==> src/rtl/byte_addr_load_unit_if.sv <==
`default_nettype none
// ============================================================================
// Module      : byte_addr_load_unit_if
// Description : Load-request, response and word-memory signals of the
//               byte-addressed load unit.
// Revision    : 1.0 - initial release
// ============================================================================
interface byte_addr_load_unit_if;
    logic        req_valid;
    logic        req_ready;
    logic [31:0] req_addr;
    logic [1:0]  req_size;
    logic        req_signed;
    logic        rsp_valid;
    logic        rsp_ready;
    logic [31:0] rsp_data;
    logic        rsp_err;
    logic        mem_rd_en;
    logic [29:0] mem_word_addr;
    logic [31:0] mem_rd_data;

    // The load unit itself
    modport slave (
        input  req_valid, req_addr, req_size, req_signed, rsp_ready, mem_rd_data,
        output req_ready, rsp_valid, rsp_data, rsp_err, mem_rd_en, mem_word_addr
    );

    // Datapath plus memory side facing the unit
    modport master (
        output req_valid, req_addr, req_size, req_signed, rsp_ready, mem_rd_data,
        input  req_ready, rsp_valid, rsp_data, rsp_err, mem_rd_en, mem_word_addr
    );
endinterface
`default_nettype wire

==> src/rtl/byte_addr_load_unit.sv <==
`default_nettype none
// ============================================================================
// Module      : byte_addr_load_unit
// Description : Byte/halfword/word loads over a 1-cycle-latency word memory,
//               including two-read accesses that span a word boundary.
// Revision    : 1.0 - initial release
// ============================================================================
module byte_addr_load_unit #(
    parameter int ALLOW_UNALIGNED = 1
) (
    input  logic                    clk,
    input  logic                    reset,
    byte_addr_load_unit_if.slave    bus
);

    localparam logic [2:0] c_IDLE  = 3'd0;
    localparam logic [2:0] c_RD_LO = 3'd1;
    localparam logic [2:0] c_RD_HI = 3'd2;
    localparam logic [2:0] c_MERGE = 3'd3;
    localparam logic [2:0] c_RESP  = 3'd4;

    logic [2:0]  r_state;
    logic [31:0] r_addr;
    logic [1:0]  r_size;
    logic        r_signed;
    logic [31:0] r_lo;
    logic [31:0] r_hi;
    logic [31:0] r_rsp_data;
    logic        r_rsp_err;

    logic        w_req_illegal;
    logic [2:0]  w_nbytes;
    logic        w_span;
    logic [31:0] w_merge_lo;
    logic [31:0] w_merge_hi;
    logic [4:0]  w_shamt;
    logic [31:0] w_aligned;
    logic [31:0] w_result;

    assign w_req_illegal = (bus.req_size == 2'd3) ||
                           ((ALLOW_UNALIGNED == 0) &&
                            (((bus.req_size == 2'd1) && bus.req_addr[0]) ||
                             ((bus.req_size == 2'd2) && (bus.req_addr[1:0] != 2'd0))));

    assign w_nbytes = (r_size == 2'd0) ? 3'd1 : ((r_size == 2'd1) ? 3'd2 : 3'd4);
    assign w_span   = ({1'b0, r_addr[1:0]} + w_nbytes) > 3'd4;

    // In MERGE the memory is returning the last word: the high word when spanning, else the only one
    assign w_merge_lo = w_span ? r_lo : bus.mem_rd_data;
    assign w_merge_hi = w_span ? bus.mem_rd_data : r_hi;
    assign w_shamt    = {r_addr[1:0], 3'b000};
    assign w_aligned  = 32'({w_merge_hi, w_merge_lo} >> w_shamt);

    always_comb begin
        w_result = w_aligned;
        case (r_size)
            2'd0:    w_result = {{24{r_signed & w_aligned[7]}},  w_aligned[7:0]};
            2'd1:    w_result = {{16{r_signed & w_aligned[15]}}, w_aligned[15:0]};
            default: w_result = w_aligned;
        endcase
    end

    always_ff @(posedge clk) begin
        if (reset) begin
            r_state    <= c_IDLE;
            r_addr     <= '0;
            r_size     <= '0;
            r_signed   <= 1'b0;
            r_lo       <= '0;
            r_hi       <= '0;
            r_rsp_data <= '0;
            r_rsp_err  <= 1'b0;
        end else begin
            case (r_state)
                c_IDLE: begin
                    if (bus.req_valid) begin
                        r_addr   <= bus.req_addr;
                        r_size   <= bus.req_size;
                        r_signed <= bus.req_signed;
                        if (w_req_illegal) begin
                            r_rsp_data <= '0;
                            r_rsp_err  <= 1'b1;
                            r_state    <= c_RESP;
                        end else begin
                            r_state <= c_RD_LO;
                        end
                    end
                end
                c_RD_LO: r_state <= w_span ? c_RD_HI : c_MERGE;
                c_RD_HI: begin
                    r_lo    <= bus.mem_rd_data;
                    r_state <= c_MERGE;
                end
                c_MERGE: begin
                    r_lo       <= w_merge_lo;
                    r_hi       <= w_merge_hi;
                    r_rsp_data <= w_result;
                    r_rsp_err  <= 1'b0;
                    r_state    <= c_RESP;
                end
                c_RESP: begin
                    if (bus.rsp_ready) begin
                        r_state <= c_IDLE;
                    end
                end
                default: r_state <= c_IDLE;
            endcase
        end
    end

    assign bus.req_ready     = (r_state == c_IDLE);
    assign bus.rsp_valid     = (r_state == c_RESP);
    assign bus.rsp_data      = r_rsp_data;
    assign bus.rsp_err       = r_rsp_err;
    assign bus.mem_rd_en     = (r_state == c_RD_LO) || (r_state == c_RD_HI);
    // The +1 wraps naturally in 30 bits, so the top word is followed by word 0
    assign bus.mem_word_addr = (r_state == c_RD_LO) ? r_addr[31:2] :
                               (r_state == c_RD_HI) ? (r_addr[31:2] + 30'd1) : 30'd0;

endmodule
`default_nettype wire

==> src/flat_wrapper.sv <==
// flat-port wrapper written by rule: the top's interface ports become plain ports
module byte_addr_load_unit_flat 
#(
    parameter int ALLOW_UNALIGNED = 1
)
  (clk, reset, bus_req_valid, bus_req_addr, bus_req_size, bus_req_signed, bus_rsp_ready, bus_mem_rd_data, bus_req_ready, bus_rsp_valid, bus_rsp_data, bus_rsp_err, bus_mem_rd_en, bus_mem_word_addr);
  byte_addr_load_unit_if bus_i ();
  input  logic clk;
  input  logic reset;
  input wire logic [$bits(bus_i.req_valid)-1:0] bus_req_valid;
  input wire logic [$bits(bus_i.req_addr)-1:0] bus_req_addr;
  input wire logic [$bits(bus_i.req_size)-1:0] bus_req_size;
  input wire logic [$bits(bus_i.req_signed)-1:0] bus_req_signed;
  input wire logic [$bits(bus_i.rsp_ready)-1:0] bus_rsp_ready;
  input wire logic [$bits(bus_i.mem_rd_data)-1:0] bus_mem_rd_data;
  output wire logic [$bits(bus_i.req_ready)-1:0] bus_req_ready;
  output wire logic [$bits(bus_i.rsp_valid)-1:0] bus_rsp_valid;
  output wire logic [$bits(bus_i.rsp_data)-1:0] bus_rsp_data;
  output wire logic [$bits(bus_i.rsp_err)-1:0] bus_rsp_err;
  output wire logic [$bits(bus_i.mem_rd_en)-1:0] bus_mem_rd_en;
  output wire logic [$bits(bus_i.mem_word_addr)-1:0] bus_mem_word_addr;
  assign bus_i.req_valid = bus_req_valid;
  assign bus_i.req_addr = bus_req_addr;
  assign bus_i.req_size = bus_req_size;
  assign bus_i.req_signed = bus_req_signed;
  assign bus_i.rsp_ready = bus_rsp_ready;
  assign bus_i.mem_rd_data = bus_mem_rd_data;
  assign bus_req_ready = bus_i.req_ready;
  assign bus_rsp_valid = bus_i.rsp_valid;
  assign bus_rsp_data = bus_i.rsp_data;
  assign bus_rsp_err = bus_i.rsp_err;
  assign bus_mem_rd_en = bus_i.mem_rd_en;
  assign bus_mem_word_addr = bus_i.mem_word_addr;
  byte_addr_load_unit #(.ALLOW_UNALIGNED(ALLOW_UNALIGNED)) u_core (.clk(clk), .reset(reset), .bus(bus_i));
endmodule
==> config.mk <==
export PLATFORM = sky130hd
export DESIGN_NAME = byte_addr_load_unit_flat
export DESIGN_NICKNAME = d
export VERILOG_FILES = /design/src/rtl/byte_addr_load_unit_if.sv /design/src/rtl/byte_addr_load_unit.sv /design/src/flat_wrapper.sv
export SDC_FILE = /design/constraint.sdc
export NUM_CORES = 1
export LEC_CHECK = 0
export BUFFER_PORTS_ARGS = -buffer_cell sky130_fd_sc_hd__buf_2
export CAP_MARGIN = 20
export CORE_MARGIN = 2
export CORE_UTILIZATION = 56
export CTS_CLUSTER_DIAMETER = 40
export DETAILED_ROUTE_END_ITERATION = 12
export PLACE_DENSITY = 0.81
export SYNTH_ARGS = -nofsm -noshare
export SYNTH_HDL_FRONTEND = slang
export SYNTH_SLANG_ARGS = --single-unit
==> constraint.sdc <==
create_clock -name clk -period 4.1 [get_ports clk]
set_input_delay 0.615 -clock clk [delete_from_list [all_inputs] [get_ports clk]]
set_output_delay 0.615 -clock clk [all_outputs]
set_load 0.02 [all_outputs]
==> results.json, run 1 <==
{
  "cts_hold_buf": 0,
  "async_reset_ff_share_pct": 0,
  "fill_cells": 1039,
  "setup_viol": 0,
  "hold_viol_final": 0,
  "drc": 0,
  "post_cts_resized": 0,
  "place_hpwl_mm": 14.3,
  "chipHeight_um": 117,
  "synth_cell_types": 56,
  "fin_crit_sh_pct": 85.1,
  "r2r_slack_ps": 610,
  "peakVddDrop_mv": 0.294,
  "layout_commonest_cell": "nand2_1",
  "critPathArrivalTime_ps": 3800,
  "final_cell_mix": "256 x nand2_1, 135 x buf_2, 126 x dfxtp_1",
  "crit_slowest_cell": "or2_2",
  "finClkSkew_ps": 6.26,
  "clockRootBuffer": "clkbuf_16",
  "synth_fp_nets": 958,
  "clock.fmax_mhz": 287,
  "drv_slew": 0,
  "p_clk_share_pct": 38.4,
  "num_rows": 41,
  "worst_slew_pin_slew_ps": 1130,
  "start_util_pct": 57.2,
  "path_cells": "nor2_1 > ha_1 > inv_1 > fa_1 > xor2_4 > or2_2 > mux2i_1 > mux2i_1 > a221o_1",
  "io_pins": 137,
  "detail_route.first_pass.iterations": 6,
  "path_max_fanout": 42,
  "drive_above_1_share_pct": 23.5,
  "syn_to_final_growth_pct": 18.2,
  "htreeDepth": 4,
  "swShare_pct": 31.6,
  "holdPathStages": 3,
  "cpPeakStageDelay_ps": 920,
  "outcome": "finished, final reports clean",
  "holdCritStartpoint": "bus_req_addr[23]",
  "grt_pass1_vias": 6736,
  "p_leak_nw": 3.41,
  "clock_path_buffers": 2,
  "vias": 7300,
  "finalPower_mw": 3.72,
  "clk_pin_slew_worst_paths_ps": 60,
  "drt_iter0_markers": 903,
  "reg2regPathDepth": 9,
  "synth.top_cell.area_share_pct": 35.4,
  "crit_path_end_kind": "register",
  "crit_type": "reg2reg",
  "grt_pass1_wl_mm": 34.3,
  "cts_setup_buffers": 0,
  "synth.avg_cell_area_sq_um": 8.13,
  "port_buffers": 136,
  "rsz0062_at_grt": "false",
  "core_sq_um": 12600,
  "synth_edf_count": 0,
  "cp_common_cell": "mux2i_1",
  "synth_seq_area_share_pct": 35.4,
  "die_w_um": 117,
  "cts_buffers": 17,
  "antenna_left": 0,
  "vias_per_cell": 6.21,
  "synth_top_cell_by_area": "dfxtp_1",
  "p_sw_mw": 1.18,
  "die-area_sq_um": 13800,
  "start_kind": "register",
  "holdCritPathClass": "in2reg",
  "clock_sinks": 127,
  "cts_tree": "yes",
  "max_cap_violations": 0,
  "synth_cells": 884,
  "power_density_nw_per_um2": 437,
  "internal-power_mw": 2.54,
  "tns_ps": 0,
  "wl_per_cell_um": 18.1,
  "grt_antenna_before_repair": 0,
  "relSlewSlack_pct": 24.6,
  "routed_wirelength_mm": 21.3,
  "antenna_cells": 0,
  "grt_max_degree": 59,
  "final.min_clock_period_ps": 3490,
  "finalNetCount": 1064,
  "regToRegEndpoint": "u_core.bus.rsp_data[2]$_SDFFE_PP0P_",
  "grtUsageTotal_pct": 30.7,
  "yosys_warnings": 0,
  "place_congestion": 0.909,
  "synth.area.top_cells": "dfxtp_1 35%, nand2_1 13%, mux4_2 7.8%",
  "synth_area_sq_um": 7190,
  "pwr-share-comb_pct": 23.8,
  "clock_latency_ps": 430,
  "cp.required_ps": 4410,
  "seqPwrFrac_pct": 37.9,
  "worstHoldEndpoint": "u_core.r_addr[23]$_SDFFE_PP0P_",
  "grt.overflow.total": 0,
  "r2r_start": "u_core.r_size[1]$_SDFFE_PP0P_",
  "ys.flop_type": "dfxtp_1",
  "yosys_register_bits": 127
}
==> state kept, by name, summed over array words and instances, names as in the netlist <==
name,cells
u_core.r_size,2
u_core.r_hi,24
u_core.r_state,3
u_core.r_lo,32
u_core.r_signed,1
u_core.r_addr,32
u_core.bus.rsp_err,1
u_core.bus.rsp_data,32
==> power groups by stage <==
stage | clock (mW) | combinational [mW] | sequential (mW)
after floorplan | 0 | 0.637 | 1.40
after CTS | 1.43 | 0.869 | 1.40
after global placement | 0 | 0.837 | 1.42
after global routing | 1.49 | 0.957 | 1.42
after detailed placement | 0 | 0.864 | 1.43
final | 1.43 | 0.884 | 1.41
==> cells by family (layout without fill, tap and decap cells) <==
family          Yosys count  in the layout  share of synthesized area [%]
fa+ha+maj                 3              3                          0.626
mux                      77             77                           16.7
compound gates          212            212                           17.6
buf+inv                  75            194                           4.99
flops                   127            127                           35.4
simple gates            381            381                           23.5
xor+xnor                  9              9                           1.36
==> synthesized netlist by cell type, types with 8 or more instances <==
master	number
nor2_1	20
dfxtp_1	127
nand3_1	24
mux4_2	25
buf_2	26
nand2b_1	9
nand4_1	15
clkbuf_1	36
nor3_1	10
and3_1	11
a21oi_1	104
a221o_1	8
mux2_2	9
nand2_1	256
a31oi_1	9
a22o_1	9
o21ai_0	45
and2_1	12
nand3b_1	9
mux2i_1	36
==> area by class of cell <==
cell class | count | area (sq um) | area share (%)
Tap cell | 172 | 215 | 2.53
Clock inverter | 11 | 90.1 | 1.06
Clock buffer | 21 | 470 | 5.54
Multi-Input combinational cell | 682 | 4300 | 50.6
Inverter | 6 | 22.5 | 0.265
Sequential cell | 127 | 2540 | 29.9
Timing Repair Buffer | 156 | 853 | 10.0
==> how the worst max path moves through the flow <==
stage	slack [ps]	from	endpoint
2_1_floorplan	930	u_core.r_addr[1]$_SDFFE_PP0P_	u_core.bus.rsp_data[6]$_SDFFE_PP0P_
3_3_place_gp	780	u_core.r_size[1]$_SDFFE_PP0P_	u_core.bus.rsp_data[2]$_SDFFE_PP0P_
3_5_place_dp	640	u_core.r_size[1]$_SDFFE_PP0P_	u_core.bus.rsp_data[2]$_SDFFE_PP0P_
4_1_cts	650	u_core.r_size[1]$_SDFFE_PP0P_	u_core.bus.rsp_data[2]$_SDFFE_PP0P_
5_1_grt	380	u_core.r_size[1]$_SDFFE_PP0P_	u_core.bus.rsp_data[24]$_SDFFE_PP0P_
6_report	610	u_core.r_size[1]$_SDFFE_PP0P_	u_core.bus.rsp_data[2]$_SDFFE_PP0P_
==> layer usage <==
metal  vias up  GRT usage [%]  part of all wire, %
li1       3374              -                    -
met4         0           11.8                  2.2
met3        51           7.54                   10
met1      3446           40.9                   41
met5         -              0                    0
met2       429           48.4                   46
==> worst max-delay path: cells and delay by family, from the launching register on <==
family / cells / cell delay [ps]
buffers and inverters: 1 / 50
multiplexers: 2 / 530
AO/OA/AOI/OAI: 1 / 340
flip-flops: 1 / 410
adder cells (fa/ha/maj): 2 / 620
AND/OR/NAND/NOR: 2 / 1150
XOR/XNOR: 1 / 270
==> metrics by stage <==
step           area [sq um]  setup WS, ps  hold WS [ps]  utilization, %  std cells
6_report               8500           611           422            67.6       1175
3_3_place_gp           7910           783           433            62.9       1142
2_1_floorplan          7190           929           428               -        884
4_1_cts                8500           645           415            67.6       1175
3_5_place_dp           7940           643           448            63.2       1143
5_1_grt                8500           377           428            67.6       1175
(Power assumes the default switching activity.)
==> run 2, diff against run 1 <==
--- a/config.mk
+++ b/config.mk
@@ -8,10 +8,10 @@
 export BUFFER_PORTS_ARGS = -buffer_cell sky130_fd_sc_hd__buf_2
 export CAP_MARGIN = 20
 export CORE_MARGIN = 2
-export CORE_UTILIZATION = 56
+export CORE_UTILIZATION = 50
 export CTS_CLUSTER_DIAMETER = 40
 export DETAILED_ROUTE_END_ITERATION = 12
-export PLACE_DENSITY = 0.81
+export PLACE_DENSITY = 0.73
 export SYNTH_ARGS = -nofsm -noshare
 export SYNTH_HDL_FRONTEND = slang
 export SYNTH_SLANG_ARGS = --single-unit
==> run 2 against run 1 <==
Against the previous run:
- clock power is 3% lower
- first-iteration DRC count fell by 16%
- flip-flop and latch count stayed put
- wire length is 0.69% higher
- utilization is 7.0 points lower
- die area grew 12%
- global-route usage shrank 2.5 points
- via count decreased by 1.9%
- maximum frequency up 5.1%
- design area decreased by 0.16%
- critical endpoint is now u_core.r_hi[0]$_SDFFE_PP0P_
- largest cell class unchanged
==> results.json, run 2 (synthesis results as in run 1) <==
{
  "antenna_left": 0,
  "power_density_nw_per_um2": 433,
  "fin_cells": 1184,
  "path_cells": "nor2_1 > ha_1 > inv_1 > fa_1 > nor2b_1 > buf_4 > nor2_2 > buf_4 > nand2_1 > nand2_1 > a21oi_1",
  "crit_slowest_cell": "nand2_1",
  "clock_sinks": 127,
  "setup_viol": 0,
  "path_max_fanout": 24,
  "clock.fmax_mhz": 301,
  "outcome": "finished, final reports clean",
  "drc": 0,
  "fin_crit_sh_pct": 81.0,
  "r2r_slack_ps": 780,
  "syn_to_final_growth_pct": 18.0,
  "rsz0062_at_grt": "false",
  "start_util_pct": 51.4,
  "crit_type": "reg2reg",
  "wl_per_cell_um": 18.1,
  "antenna_cells": 0,
  "worstHoldEndpoint": "u_core.r_addr[15]$_SDFFE_PP0P_",
  "r2r_start": "u_core.r_size[1]$_SDFFE_PP0P_",
  "p_leak_nw": 3.41,
  "finalNetCount": 1066,
  "grt_max_degree": 66,
  "cpPeakStageDelay_ps": 690,
  "final.min_clock_period_ps": 3320,
  "crit_path_end_kind": "register",
  "holdCritPathClass": "in2reg",
  "post_cts_resized": 0,
  "grt_pass1_vias": 6316,
  "relSlewSlack_pct": 28.4,
  "finClkSkew_ps": 6.58,
  "grt_antenna_before_repair": 0,
  "place_congestion": 0.874,
  "critPathArrivalTime_ps": 3590,
  "seq_area_sq_um": 2540,
  "holdCritStartpoint": "bus_req_addr[15]",
  "clock_latency_ps": 420,
  "max_cap_violations": 0,
  "fill_cells": 1247,
  "grt_pass1_wl_mm": 33.4,
  "detail_route.first_pass.iterations": 5,
  "place_hpwl_mm": 14.4,
  "cts_buffers": 17,
  "core_sq_um": 14000,
  "peakVddDrop_mv": 0.298,
  "drv_slew": 0,
  "routed_wirelength_mm": 21.4,
  "hold_viol_final": 0,
  "clk_pin_slew_worst_paths_ps": 60,
  "clockRootBuffer": "clkbuf_16",
  "cts_tree": "yes",
  "cp.required_ps": 4370,
  "tns_ps": 0,
  "drt_iter0_markers": 757,
  "holdPathStages": 3,
  "worst_slew_pin_slew_ps": 1070,
  "drive_above_1_share_pct": 23.2,
  "chipHeight_um": 124,
  "port_buffers": 136,
  "clock_path_buffers": 2,
  "start_kind": "register",
  "finalPower_mw": 3.68,
  "final_util_pct": 60.7,
  "regToRegEndpoint": "u_core.r_hi[0]$_SDFFE_PP0P_",
  "vias": 7164,
  "grtUsageTotal_pct": 28.2,
  "num_rows": 43,
  "multi_input_area_sq_um": 4300,
  "die-area_sq_um": 15400,
  "cts_setup_buffers": 0,
  "htreeDepth": 4,
  "reg2regPathDepth": 11,
  "cts_hold_buf": 0,
  "layout_commonest_cell": "nand2_1",
  "final_cell_mix": "256 x nand2_1, 137 x buf_2, 126 x dfxtp_1",
  "vias_per_cell": 6.05,
  "dp_cells": 1151,
  "die_w_um": 124,
  "hold_ws_ps": 417,
  "io_pins": 137,
  "grt.overflow.total": 0
}
## run 2: where the power goes
part | leakage (nW) | total (mW) | switching (mW) | internal, mW
logic | 2.11 | 0.874 | 0.526 | 0.348
registers | 1.03 | 1.41 | 0.0909 | 1.32
clock network | 0.264 | 1.39 | 0.540 | 0.855
## run 2: stage by stage
stage               cell area, sq um  setup slack [ps]
detailed placement              7930               652
finish                          8490               779
global placement                7920               781
floorplan                       7190               929
CTS                             8460               649
global route                    8490               540
## run 2: per-layer routing
metal / vias up / part of all wire (%) / global-route usage (%)
met5: - / 0 / 0
met4: 0 / 1.9 / 8.78
met3: 40 / 8.1 / 6.36
met2: 357 / 45 / 42.4
met1: 3392 / 45 / 40.4
li1: 3375 / - / -
## run 2: worst max path at each step
stage                                              from                             endpoint  slack, ps
after floorplan           u_core.r_addr[1]$_SDFFE_PP0P_  u_core.bus.rsp_data[6]$_SDFFE_PP0P_        930
after global placement    u_core.r_size[1]$_SDFFE_PP0P_  u_core.bus.rsp_data[2]$_SDFFE_PP0P_        780
after detailed placement  u_core.r_size[1]$_SDFFE_PP0P_  u_core.bus.rsp_data[1]$_SDFFE_PP0P_        650
after CTS                 u_core.r_size[1]$_SDFFE_PP0P_  u_core.bus.rsp_data[2]$_SDFFE_PP0P_        650
after global routing      u_core.r_size[1]$_SDFFE_PP0P_         u_core.r_lo[12]$_SDFFE_PP0P_        540
final                     u_core.r_size[1]$_SDFFE_PP0P_          u_core.r_hi[0]$_SDFFE_PP0P_        780
## run 2: cell type report
| cell class | instances | share of cell area (%) |
|---|---|---|
| Multi-Input combinational cell | 682 | 50.7 |
| Timing Repair Buffer | 158 | 10.1 |
| Sequential cell | 127 | 30.0 |
| Tap cell | 180 | 2.65 |
| Clock buffer | 24 | 5.56 |
| Inverter | 6 | 0.265 |
| Clock inverter | 7 | 0.737 |
## run 2: worst max-delay path, delay by kind of cell, from the launching register on
family	cells	cell delay (ps)
fa+ha+maj	2	590
compound gates	1	110
simple gates	5	1410
buf+inv	3	520
flops	1	520
